<file path="src/rtl/l1_read_arbiter_pkg.sv">
// l1_read_arbiter_pkg
//   Shared types and constants for the L1 read arbiter slice.
//   arb_state_e : arbiter FSM encoding (IDLE=0, ADDR=1, DATA=2)
//   client_e    : requester id (ICACHE=0, DCACHE=1)
//   AXI_*       : fixed AXI read-address attributes used for line fills
//   line_align  : clears the word/offset bits of a byte address
package l1_read_arbiter_pkg;

    typedef enum logic [1:0] {
        IDLE = 2'd0,
        ADDR = 2'd1,
        DATA = 2'd2
    } arb_state_e;

    typedef enum logic {
        ICACHE = 1'b0,
        DCACHE = 1'b1
    } client_e;

    localparam logic [1:0] AXI_BURST_INCR = 2'b01;
    localparam logic [2:0] AXI_SIZE_4B    = 3'b010;

    // Zero the low (2 + offset_width) bits so the burst starts on a line boundary.
    function automatic logic [31:0] line_align(input logic [31:0] addr,
                                               input int unsigned offset_width);
        logic [31:0] mask;
        mask = '1;
        mask = mask << (offset_width + 2);
        return addr & mask;
    endfunction

endpackage

</file>
<file path="src/rtl/l1_read_arbiter_if.sv">
// l1_read_arbiter_if
//   Bundles both cache-client handshakes and the AXI read channels.
//   modport master : arbiter view (takes client requests, drives AR, accepts R)
//   modport slave  : environment view (caches and memory)
//   Client side : <c>_mem_req/<c>_mem_addr in, mem_<c>_grant/rvalid/rdata/rlast out
//   AXI side    : araddr/arlen/arsize/arburst/arvalid out, arready in,
//                 rdata/rvalid/rlast in, rready out
interface l1_read_arbiter_if;

    logic        icache_mem_req;
    logic [31:0] icache_mem_addr;
    logic        mem_icache_grant;
    logic        mem_icache_rvalid;
    logic [31:0] mem_icache_rdata;
    logic        mem_icache_rlast;

    logic        dcache_mem_req;
    logic [31:0] dcache_mem_addr;
    logic        mem_dcache_grant;
    logic        mem_dcache_rvalid;
    logic [31:0] mem_dcache_rdata;
    logic        mem_dcache_rlast;

    logic [31:0] araddr;
    logic [7:0]  arlen;
    logic [2:0]  arsize;
    logic [1:0]  arburst;
    logic        arvalid;
    logic        arready;

    logic [31:0] rdata;
    logic        rvalid;
    logic        rlast;
    logic        rready;

    modport master (
        input  icache_mem_req, icache_mem_addr, dcache_mem_req, dcache_mem_addr,
        output mem_icache_grant, mem_icache_rvalid, mem_icache_rdata, mem_icache_rlast,
        output mem_dcache_grant, mem_dcache_rvalid, mem_dcache_rdata, mem_dcache_rlast,
        output araddr, arlen, arsize, arburst, arvalid,
        input  arready,
        input  rdata, rvalid, rlast,
        output rready
    );

    modport slave (
        output icache_mem_req, icache_mem_addr, dcache_mem_req, dcache_mem_addr,
        input  mem_icache_grant, mem_icache_rvalid, mem_icache_rdata, mem_icache_rlast,
        input  mem_dcache_grant, mem_dcache_rvalid, mem_dcache_rdata, mem_dcache_rlast,
        input  araddr, arlen, arsize, arburst, arvalid,
        output arready,
        output rdata, rvalid, rlast,
        input  rready
    );

endinterface

</file>
<file path="src/rtl/l1_read_arbiter_pick.sv">
// read_arb_pick
//   Chooses which cache wins the AXI read port when the arbiter is idle.
//   icache_req_i / dcache_req_i : pending requests
//   last_owner_i                : client that owned the previous burst
//   winner_o                    : selected client (only meaningful if a req is set)
//   Build option RR_ARB_EN: round-robin, the previous owner loses a tie.
//   Default build: dcache always wins a tie.
module read_arb_pick
    import l1_read_arbiter_pkg::*;
(
    input  logic    icache_req_i,
    input  logic    dcache_req_i,
    input  client_e last_owner_i,
    output client_e winner_o
);

`ifdef RR_ARB_EN
    always_comb begin
        winner_o = ICACHE;
        if (icache_req_i && dcache_req_i) begin
            winner_o = (last_owner_i == DCACHE) ? ICACHE : DCACHE;
        end else if (dcache_req_i) begin
            winner_o = DCACHE;
        end
    end
`else
    logic unused_last_owner;
    assign unused_last_owner = last_owner_i;

    always_comb begin
        winner_o = dcache_req_i ? DCACHE : ICACHE;
    end
`endif

endmodule

</file>
<file path="src/rtl/l1_read_arbiter.sv">
// l1_read_arbiter
//   Shares one AXI read port between icache and dcache line fills; one
//   outstanding INCR burst of (1 << OFFSET_WIDTH) 32-bit beats at a time.
//   clk, rst : clock and synchronous active-high reset
//   bus      : l1_read_arbiter_if.master (client handshakes + AXI AR/R channels)
//   Build option RR_ARB_EN selects round-robin arbitration (see read_arb_pick).
module l1_read_arbiter
    import l1_read_arbiter_pkg::*;
#(
    parameter int unsigned OFFSET_WIDTH = 2
) (
    input logic                clk,
    input logic                rst,
    l1_read_arbiter_if.master  bus
);

    localparam int unsigned     BURST_LEN = 1 << OFFSET_WIDTH;
    localparam int unsigned     CNT_W     = OFFSET_WIDTH + 1;
    localparam logic [7:0]      ARLEN_VAL = 8'(BURST_LEN - 1);
    localparam logic [CNT_W-1:0] CNT_MAX  = CNT_W'(BURST_LEN);

    arb_state_e       state_q,    state_d;
    client_e          owner_q,    owner_d;
    client_e          winner;
    logic [31:0]      addr_q,     addr_d;
    logic [CNT_W-1:0] beat_cnt_q, beat_cnt_d;
    logic             arvalid_q,  arvalid_d;
    logic [31:0]      araddr_q,   araddr_d;
    logic [7:0]       arlen_q,    arlen_d;
    logic [2:0]       arsize_q,   arsize_d;
    logic [1:0]       arburst_q,  arburst_d;
    logic             rready_q,   rready_d;

    logic ar_fire;
    logic fwd_icache;
    logic fwd_dcache;

    // The owner register also serves as the round-robin history.
    read_arb_pick u_pick (
        .icache_req_i (bus.icache_mem_req),
        .dcache_req_i (bus.dcache_mem_req),
        .last_owner_i (owner_q),
        .winner_o     (winner)
    );

    always_comb begin
        state_d    = state_q;
        owner_d    = owner_q;
        addr_d     = addr_q;
        beat_cnt_d = beat_cnt_q;
        arvalid_d  = arvalid_q;
        araddr_d   = araddr_q;
        arlen_d    = arlen_q;
        arsize_d   = arsize_q;
        arburst_d  = arburst_q;
        rready_d   = rready_q;

        case (state_q)
            IDLE: begin
                if (bus.icache_mem_req || bus.dcache_mem_req) begin
                    owner_d   = winner;
                    addr_d    = line_align((winner == DCACHE) ? bus.dcache_mem_addr
                                                              : bus.icache_mem_addr,
                                           OFFSET_WIDTH);
                    arvalid_d = 1'b1;
                    araddr_d  = addr_d;
                    arlen_d   = ARLEN_VAL;
                    arsize_d  = AXI_SIZE_4B;
                    arburst_d = AXI_BURST_INCR;
                    state_d   = ADDR;
                end
            end
            ADDR: begin
                if (bus.arready) begin
                    arvalid_d  = 1'b0;
                    araddr_d   = '0;
                    arlen_d    = '0;
                    arsize_d   = '0;
                    arburst_d  = '0;
                    rready_d   = 1'b1;
                    beat_cnt_d = '0;
                    state_d    = DATA;
                end
            end
            DATA: begin
                if (bus.rvalid) begin
                    beat_cnt_d = beat_cnt_q + CNT_W'(1);
                    // rlast ends the burst even if the beat count disagrees.
                    if (bus.rlast) begin
                        rready_d = 1'b0;
                        state_d  = IDLE;
                    end
                end
            end
            default: begin
                state_d = IDLE;
            end
        endcase
    end

    always_ff @(posedge clk) begin
        if (rst) begin
            state_q    <= IDLE;
            owner_q    <= ICACHE;
            addr_q     <= '0;
            beat_cnt_q <= '0;
            arvalid_q  <= 1'b0;
            araddr_q   <= '0;
            arlen_q    <= '0;
            arsize_q   <= '0;
            arburst_q  <= '0;
            rready_q   <= 1'b0;
        end else begin
            state_q    <= state_d;
            owner_q    <= owner_d;
            addr_q     <= addr_d;
            beat_cnt_q <= beat_cnt_d;
            arvalid_q  <= arvalid_d;
            araddr_q   <= araddr_d;
            arlen_q    <= arlen_d;
            arsize_q   <= arsize_d;
            arburst_q  <= arburst_d;
            rready_q   <= rready_d;
        end
    end

    // A burst that runs past its nominal length means rlast went missing.
    always_ff @(posedge clk) begin
        if (!rst && state_q == DATA) begin
            assert (beat_cnt_q <= CNT_MAX);
        end
    end

    // rready_q is high exactly while in DATA, so it gates beat forwarding.
    assign ar_fire    = arvalid_q & bus.arready;
    assign fwd_icache = rready_q & bus.rvalid & (owner_q == ICACHE);
    assign fwd_dcache = rready_q & bus.rvalid & (owner_q == DCACHE);

    assign bus.mem_icache_grant  = ar_fire & (owner_q == ICACHE);
    assign bus.mem_dcache_grant  = ar_fire & (owner_q == DCACHE);

    assign bus.mem_icache_rvalid = fwd_icache;
    assign bus.mem_icache_rdata  = fwd_icache ? bus.rdata : '0;
    assign bus.mem_icache_rlast  = fwd_icache & bus.rlast;
    assign bus.mem_dcache_rvalid = fwd_dcache;
    assign bus.mem_dcache_rdata  = fwd_dcache ? bus.rdata : '0;
    assign bus.mem_dcache_rlast  = fwd_dcache & bus.rlast;

    assign bus.arvalid = arvalid_q;
    assign bus.araddr  = araddr_q;
    assign bus.arlen   = arlen_q;
    assign bus.arsize  = arsize_q;
    assign bus.arburst = arburst_q;
    assign bus.rready  = rready_q;

endmodule

</file>
<file path="src/flat_wrapper.sv">
// flat-port wrapper written by rule: the top's interface ports become plain ports
module l1_read_arbiter_flat import l1_read_arbiter_pkg::*;
#(
    parameter int unsigned OFFSET_WIDTH = 2
)
  (clk, rst, bus_icache_mem_req, bus_icache_mem_addr, bus_dcache_mem_req, bus_dcache_mem_addr, bus_mem_icache_grant, bus_mem_icache_rvalid, bus_mem_icache_rdata, bus_mem_icache_rlast, bus_mem_dcache_grant, bus_mem_dcache_rvalid, bus_mem_dcache_rdata, bus_mem_dcache_rlast, bus_araddr, bus_arlen, bus_arsize, bus_arburst, bus_arvalid, bus_arready, bus_rdata, bus_rvalid, bus_rlast, bus_rready);
  l1_read_arbiter_if bus_i ();
  input logic clk;
  input logic rst;
  input wire logic [$bits(bus_i.icache_mem_req)-1:0] bus_icache_mem_req;
  input wire logic [$bits(bus_i.icache_mem_addr)-1:0] bus_icache_mem_addr;
  input wire logic [$bits(bus_i.dcache_mem_req)-1:0] bus_dcache_mem_req;
  input wire logic [$bits(bus_i.dcache_mem_addr)-1:0] bus_dcache_mem_addr;
  output wire logic [$bits(bus_i.mem_icache_grant)-1:0] bus_mem_icache_grant;
  output wire logic [$bits(bus_i.mem_icache_rvalid)-1:0] bus_mem_icache_rvalid;
  output wire logic [$bits(bus_i.mem_icache_rdata)-1:0] bus_mem_icache_rdata;
  output wire logic [$bits(bus_i.mem_icache_rlast)-1:0] bus_mem_icache_rlast;
  output wire logic [$bits(bus_i.mem_dcache_grant)-1:0] bus_mem_dcache_grant;
  output wire logic [$bits(bus_i.mem_dcache_rvalid)-1:0] bus_mem_dcache_rvalid;
  output wire logic [$bits(bus_i.mem_dcache_rdata)-1:0] bus_mem_dcache_rdata;
  output wire logic [$bits(bus_i.mem_dcache_rlast)-1:0] bus_mem_dcache_rlast;
  output wire logic [$bits(bus_i.araddr)-1:0] bus_araddr;
  output wire logic [$bits(bus_i.arlen)-1:0] bus_arlen;
  output wire logic [$bits(bus_i.arsize)-1:0] bus_arsize;
  output wire logic [$bits(bus_i.arburst)-1:0] bus_arburst;
  output wire logic [$bits(bus_i.arvalid)-1:0] bus_arvalid;
  input wire logic [$bits(bus_i.arready)-1:0] bus_arready;
  input wire logic [$bits(bus_i.rdata)-1:0] bus_rdata;
  input wire logic [$bits(bus_i.rvalid)-1:0] bus_rvalid;
  input wire logic [$bits(bus_i.rlast)-1:0] bus_rlast;
  output wire logic [$bits(bus_i.rready)-1:0] bus_rready;
  assign bus_i.icache_mem_req = bus_icache_mem_req;
  assign bus_i.icache_mem_addr = bus_icache_mem_addr;
  assign bus_i.dcache_mem_req = bus_dcache_mem_req;
  assign bus_i.dcache_mem_addr = bus_dcache_mem_addr;
  assign bus_mem_icache_grant = bus_i.mem_icache_grant;
  assign bus_mem_icache_rvalid = bus_i.mem_icache_rvalid;
  assign bus_mem_icache_rdata = bus_i.mem_icache_rdata;
  assign bus_mem_icache_rlast = bus_i.mem_icache_rlast;
  assign bus_mem_dcache_grant = bus_i.mem_dcache_grant;
  assign bus_mem_dcache_rvalid = bus_i.mem_dcache_rvalid;
  assign bus_mem_dcache_rdata = bus_i.mem_dcache_rdata;
  assign bus_mem_dcache_rlast = bus_i.mem_dcache_rlast;
  assign bus_araddr = bus_i.araddr;
  assign bus_arlen = bus_i.arlen;
  assign bus_arsize = bus_i.arsize;
  assign bus_arburst = bus_i.arburst;
  assign bus_arvalid = bus_i.arvalid;
  assign bus_i.arready = bus_arready;
  assign bus_i.rdata = bus_rdata;
  assign bus_i.rvalid = bus_rvalid;
  assign bus_i.rlast = bus_rlast;
  assign bus_rready = bus_i.rready;
  l1_read_arbiter #(.OFFSET_WIDTH(OFFSET_WIDTH)) u_core (.clk(clk), .rst(rst), .bus(bus_i));
endmodule
</file>
<file path="config.mk">
export PLATFORM = sky130hd
export DESIGN_NAME = l1_read_arbiter_flat
export DESIGN_NICKNAME = d
export VERILOG_FILES = /design/src/rtl/l1_read_arbiter_pkg.sv /design/src/rtl/l1_read_arbiter_if.sv /design/src/rtl/l1_read_arbiter_pick.sv /design/src/rtl/l1_read_arbiter.sv /design/src/flat_wrapper.sv
export SDC_FILE = /design/constraint.sdc
export NUM_CORES = 1
export LEC_CHECK = 0
export CORE_MARGIN = 5
export CORE_UTILIZATION = 32
export DETAILED_ROUTE_END_ITERATION = 8
export PLACE_DENSITY_LB_ADDON = 0.05
export SLEW_MARGIN = 20
export SYNTH_ARGS = -nofsm -noshare
export SYNTH_HDL_FRONTEND = slang
export SYNTH_SLANG_ARGS = --single-unit
</file>
<file path="constraint.sdc">
create_clock -name clk -period 2.25 [get_ports clk]
set_clock_uncertainty 0.15 [all_clocks]
set_input_delay 0.3375 -clock clk [delete_from_list [all_inputs] [get_ports clk]]
set_output_delay 0.3375 -clock clk [all_outputs]
set_load 0.03 [all_outputs]
</file>
==> results of run 1 <==
worst reg2reg max path, delay by kind of cell (launching register included):
family          cells  cell delay, ps
compound gates      2             670
simple gates        1             250
flops               1             520
cell usage in the layout (no fill, tap or decap):
cell,synthesis,layout
a21oi_1,4,4
nand2b_1,1,1
o21ai_0,1,1
nor2b_4,1,1
buf_2,5,1
mux2i_1,28,28
a2111oi_0,1,1
a21bo_2,2,2
and3_1,2,2
inv_2,1,1
mux2_2,8,8
nand2_1,14,14
o2bb2ai_1,10,10
dfxtp_1,33,33
clkdlybuf4s50_1,0,128
o31a_2,1,1
nand3_1,9,9
o2bb2ai_2,10,10
conb_1,1,13
clkbuf_1,5,1
buf_4,19,78
nand3b_1,1,1
o211ai_1,1,1
clkbuf_8,0,6
and2_1,66,66
bufinv_16,0,1
nor2b_1,1,1
nor2_1,3,3
nor3_4,2,2
o21ai_1,1,1
cell families after synthesis:
family | after synthesis | synth area share [%]
multiplexers | 36 | 16.8
buffers and inverters | 37 | 11.4
AND/OR/NAND/NOR | 100 | 27.3
AO/OA/AOI/OAI | 31 | 14.3
flip-flops | 33 | 30.0
other | 1 | 0.170
through the flow:
step / setup slack (ps) / util (%) / hold slack [ps]
floorplan: 279 / - / 257
global placement: 115 / 58.8 / 293
detailed placement: 115 / 58.8 / 298
CTS: 115 / 60.5 / 312
global route: 61.5 / 60.5 / 333
finish: 128 / 60.5 / 310
area by class of cell:
| cell class | count | share of cell area (%) |
|---|---|---|
| clock buffer | 7 | 2.11 |
| clock inverter | 1 | 0.735 |
| inverter | 1 | 0.0919 |
| multi-input combinational | 180 | 32.6 |
| sequential | 33 | 16.2 |
| tap | 80 | 2.45 |
| timing repair buffer | 207 | 45.8 |
sequential cells by signal, summed over array words and instances, names as in the netlist:
| register | flops |
|---|---|
| u_core.bus.araddr | 28 |
| u_core.bus.arlen | 1 |
| u_core.bus.rready | 1 |
| u_core.owner_q | 1 |
| u_core.state_q | 2 |
power by group through the flow:
stage | Sequential [mW] | Clock [mW] | Combinational (mW)
after floorplan | 0.782 | 0 | 0.328
after global placement | 0.691 | 0 | 0.739
after detailed placement | 0.694 | 0 | 0.745
after CTS | 0.682 | 0.597 | 0.747
after global routing | 0.690 | 0.621 | 0.781
final | 0.681 | 0.580 | 0.737
final timing paths:
| check | to |
|---|---|
| hold / removal | u_core.bus.araddr[25]$_SDFFE_PP0P_ |
| hold reg to reg | u_core.bus.araddr[25]$_SDFFE_PP0P_ |
| setup reg to reg | u_core.bus.araddr[22]$_SDFFE_PP0P_ |
| setup / recovery | bus_mem_icache_grant |
metal layers:
layer | up-vias | part of all wire, % | GRT usage [%]
met1 | 1010 | 37 | 17.0
met4 | 0 | 0.74 | 3.05
li1 | 1158 | - | -
met3 | 8 | 10 | 5.85
met5 | - | 0 | 0
met2 | 116 | 52 | 29.3
==> results.sh, run 1 <==
export IMPL_status="finished clean"
export IMPL_dp_hpwl_um=6180
export IMPL_fin_cells=509
export IMPL_globalRouteOverflowTotal=0
export IMPL_wl_per_cell_um=14.6
export IMPL_fp_dieArea_um2=8640
export IMPL_power_frac_seq_pct=34.1
export IMPL_p_clk_share_pct=29.0
export IMPL_ir_worst_vdd_uv=300
export IMPL_ctsRootBufferMaster="clkbuf_8"
export IMPL_crit_top_cell="clkdlybuf4s50_1"
export IMPL_setup_viol=0
export IMPL_min_path_cells=2
export IMPL_start_kind="input port"
export IMPL_cts_sinks=33
export IMPL_cts_made_buffers=5
export IMPL_syn_cell_area_um2=2200
export IMPL_period_share_pct=94.3
export IMPL_tightest_slew_ps=540
export IMPL_cpMaxStageDelayCell="clkdlybuf4s50_1"
export IMPL_rsz0062_at_grt="false"
export IMPL_post_cts_resized=0
export IMPL_synth_top_area_share_pct=30.0
export IMPL_swShare_pct=31.6
export IMPL_synthCells=238
export IMPL_ys_async_sr_fraction_pct=0
export IMPL_synth_commonest_cells="66 x and2_1, 33 x dfxtp_1, 28 x mux2i_1, 19 x buf_4, 14 x nand2_1"
export IMPL_p_comb_share_pct=36.9
export IMPL_place_congestion=0.728
export IMPL_p_leak_nw=1.83
export IMPL_area_growth_pct=85.7
export IMPL_internal_power_mw=1.37
export IMPL_initial_core_util_pct=32.6
export IMPL_setup_tns_ps=0
export IMPL_grt_max_degree=32
export IMPL_firstDrtPassIters=4
export IMPL_clock_path_buffers=2
export IMPL_ant_nets=0
export IMPL_hp_start="u_core.bus.araddr[25]$_SDFFE_PP0P_"
export IMPL_grt_usage_pct=15.8
export IMPL_synth_warnings=0
export IMPL_chipWidth_um=92.9
export IMPL_path_class="in2out"
export IMPL_core_um2=6760
export IMPL_synth_distinct_cells=31
export IMPL_die_h_um=92.9
export IMPL_ctsHtreeMaxLevel=2
export IMPL_slew_headroom_pct=64.0
export IMPL_grt_pass1_wl_um=11100
export IMPL_hold_class="reg2reg"
export IMPL_yosysSeqAreaShare_pct=30.0
export IMPL_worst_path_buf_inv=2
export IMPL_power_density_nw_per_um2=489
export IMPL_multi_input_area_um2=1330
export IMPL_antenna_found_initial=0
export IMPL_power_mw=2.00
export IMPL_regArea_um2=661
export IMPL_max_stage_delay_ps=680
export IMPL_cts_hold_buf=0
export IMPL_placed_area_um2=3970
export IMPL_drtIter0Drc=49
export IMPL_clock_latency_ps=280
export IMPL_via_per_inst=4.50
export IMPL_syn_area_per_cell_um2=9.25
export IMPL_period_needed_ps=2120
export IMPL_clk_pin_slew_worst_paths_ps=70
export IMPL_cp_cell_sequence="clkdlybuf4s50_1 -> nand2_1 -> nor2_1 -> clkdlybuf4s50_1"
export IMPL_io_buffer_count=198
export IMPL_rr_worst_depth=3
export IMPL_synthFlopType="dfxtp_1"
export IMPL_crit_start="bus_arready"
export IMPL_wirelength_um=7440
export IMPL_n_antenna_cell=0
export IMPL_cts_tree="yes"
export IMPL_fin_area_um2=4090
export IMPL_placedCellCount=501
export IMPL_synth_edf_count=0
export IMPL_worstPathRequired_ps=1760
export IMPL_drv_cap=0
export IMPL_cp_max_fo=2
export IMPL_synth_area_leader_cell="dfxtp_1"
export IMPL_io_pins=220
export IMPL_cp_arrival_ps=1630
export IMPL_crit_family="buffers and inverters"
export IMPL_nNetsFinal=531
export IMPL_crit_path_end_kind="output port"
export IMPL_synthMostInstantiatedCell="and2_1"
export IMPL_rows=30
export IMPL_finalMaxSlewViolations=0
export IMPL_cp_depth=4
export IMPL_drc=0
export IMPL_ys_ff_latch=33
export IMPL_vias=2292
export IMPL_fmax_mhz=471
export IMPL_p_sw_mw=0.632
export IMPL_r2r_slack_ps=580
export IMPL_final_hold_violation_count=0
export IMPL_reg2reg_from="u_core.state_q[0]$_SDFFE_PP0P_"
export IMPL_fillers=654
export IMPL_yosys_top_cells_area="dfxtp_1 30%, and2_1 19%, mux2i_1 13%"
export IMPL_post_cts_buffers=0
export IMPL_drive_gt1_share_pct=25.9
export IMPL_grt_pass1_vias=2217
(Power assumes the default switching activity.)
==> run 2: changes to the inputs <==
- CELL_PAD_IN_SITES_DETAIL_PLACEMENT: default -> 1
- CELL_PAD_IN_SITES_GLOBAL_PLACEMENT: default -> 2
- CORE_UTILIZATION: 32 -> 15
==> run 2 against run 1 <==
Effect of this change: combinational power increased by 2%; first-iteration DRC count shrank 51%; wire length increased by 25%.
==> results.sh, run 2 (synthesis results as in run 1) <==
export IMPL_swShare_pct=30.9
export IMPL_slew_headroom_pct=60.0
export IMPL_firstDrtPassIters=4
export IMPL_post_cts_buffers=0
export IMPL_globalRouteOverflowTotal=0
export IMPL_grt_pass1_wl_um=14700
export IMPL_grt_max_degree=35
export IMPL_fillers=1698
export IMPL_finalMaxSlewViolations=0
export IMPL_vias=2358
export IMPL_n_antenna_cell=0
export IMPL_antenna_found_initial=0
export IMPL_cp_arrival_ps=1620
export IMPL_crit_start="bus_rvalid"
export IMPL_post_cts_resized=0
export IMPL_drtIter0Drc=24
export IMPL_grt_pass1_vias=2543
export IMPL_cts_made_buffers=5
export IMPL_start_kind="input port"
export IMPL_p_clk_share_pct=36.5
export IMPL_drc=0
export IMPL_period_share_pct=93.6
export IMPL_cp_cell_sequence="clkdlybuf4s50_1 -> nand2_1 -> nor2_1 -> buf_4 -> and2_1 -> buf_4"
export IMPL_p_sw_mw=0.699
export IMPL_die_h_um=131
export IMPL_core_um2=14500
export IMPL_hold_ws_ps=310
export IMPL_cts_sinks=33
export IMPL_cts_hold_buf=0
export IMPL_place_congestion=0.680
export IMPL_fmax_mhz=475
export IMPL_p_comb_share_pct=33.3
export IMPL_fp_dieArea_um2=17200
export IMPL_drive_gt1_share_pct=25.9
export IMPL_cp_max_fo=22
export IMPL_power_mw=2.26
export IMPL_final_common_cell="clkdlybuf4s50_1"
export IMPL_rows=44
export IMPL_clk_pin_slew_worst_paths_ps=60
export IMPL_tightest_slew_ps=600
export IMPL_io_buffer_count=198
export IMPL_cpMaxStageDelayCell="clkdlybuf4s50_1"
export IMPL_chipWidth_um=131
export IMPL_max_stage_delay_ps=510
export IMPL_ctsRootBufferMaster="clkbuf_16"
export IMPL_clock_path_buffers=2
export IMPL_wirelength_um=9290
export IMPL_power_frac_seq_pct=30.2
export IMPL_fin_cells=612
export IMPL_rsz0062_at_grt="false"
export IMPL_wl_per_cell_um=15.2
export IMPL_drv_cap=0
export IMPL_nNetsFinal=530
export IMPL_setup_viol=0
export IMPL_largest_register_ff_count=28
export IMPL_cts_tree="yes"
export IMPL_reg2reg_from="u_core.state_q[0]$_SDFFE_PP0P_"
export IMPL_dp_hpwl_um=7400
export IMPL_hold_class="reg2reg"
export IMPL_area_growth_pct=95.4
export IMPL_path_class="in2out"
export IMPL_ir_worst_vdd_uv=248
export IMPL_grt_usage_pct=10.3
export IMPL_placedCellCount=604
export IMPL_status="finished clean"
export IMPL_initial_core_util_pct=15.2
export IMPL_layout_common_cells="127 x clkdlybuf4s50_1, 75 x buf_4, 66 x and2_1, 33 x dfxtp_1, 28 x mux2i_1"
export IMPL_period_needed_ps=2110
export IMPL_hp_start="u_core.bus.araddr[12]$_SDFFE_PP0P_"
export IMPL_io_pins=220
export IMPL_crit_path_end_kind="output port"
export IMPL_worstPathRequired_ps=1760
export IMPL_setup_tns_ps=0
export IMPL_final_hold_violation_count=0
export IMPL_internal_power_mw=1.57
export IMPL_clock_latency_ps=280
export IMPL_power_density_nw_per_um2=527
export IMPL_p_leak_nw=1.87
export IMPL_fin_util_pct=29.7
export IMPL_crit_top_cell="buf_4"
export IMPL_ctsHtreeMaxLevel=2
export IMPL_ant_nets=0
export IMPL_via_per_inst=3.85
## run 2: critical path, delay by kind of cell
kind / cells / cell delay, ps
and+or+nand+nor: 3 / 350
buffers and inverters: 3 / 920
## run 2: power groups by stage
stage | Combinational, mW | Sequential, mW | Clock, mW
floorplan | 0.328 | 0.782 | 0
global placement | 0.768 | 0.694 | 0
detailed placement | 0.770 | 0.695 | 0
CTS | 0.771 | 0.685 | 0.858
global route | 0.806 | 0.693 | 0.890
finish | 0.754 | 0.684 | 0.827
## run 2: cell type report
type                            instances  area (um^2)  share of cell area (%)
Clock inverter                          1         30.0                   0.698
Sequential cell                        33          661                    15.4
Clock buffer                            7          143                    3.32
Inverter                                1         3.75                  0.0873
Tap cell                              184          230                    5.35
Timing Repair Buffer                  206         1900                    44.2
Multi-Input combinational cell        180         1330                    31.0
## run 2: final timing paths
check	cells after the start	slack [ps]	end
worst min-delay path	2	310	u_core.bus.araddr[12]$_SDFFE_PP0P_
worst min register to register	2	310	u_core.bus.araddr[12]$_SDFFE_PP0P_
worst max-delay path	6	140	bus_mem_icache_rlast
worst max register to register	3	550	u_core.bus.araddr[15]$_SDFFE_PP0P_
## run 2: per-stage QoR
step	worst slack, ps	area (um^2)
final	144	4300
after global placement	115	4130
after CTS	93.2	4300
after detailed placement	96.5	4130
after global routing	30.4	4300
after floorplan	279	2250
## run 2: layer usage
metal / track usage [%] / vias up / routed length (um)
met1: 12.0 / 1080 / 3670
met4: 1.67 / 0 / 92
met3: 5.05 / 7 / 939
met2: 17.6 / 118 / 4580
met5: 0 / - / 0
li1: - / 1153 / -
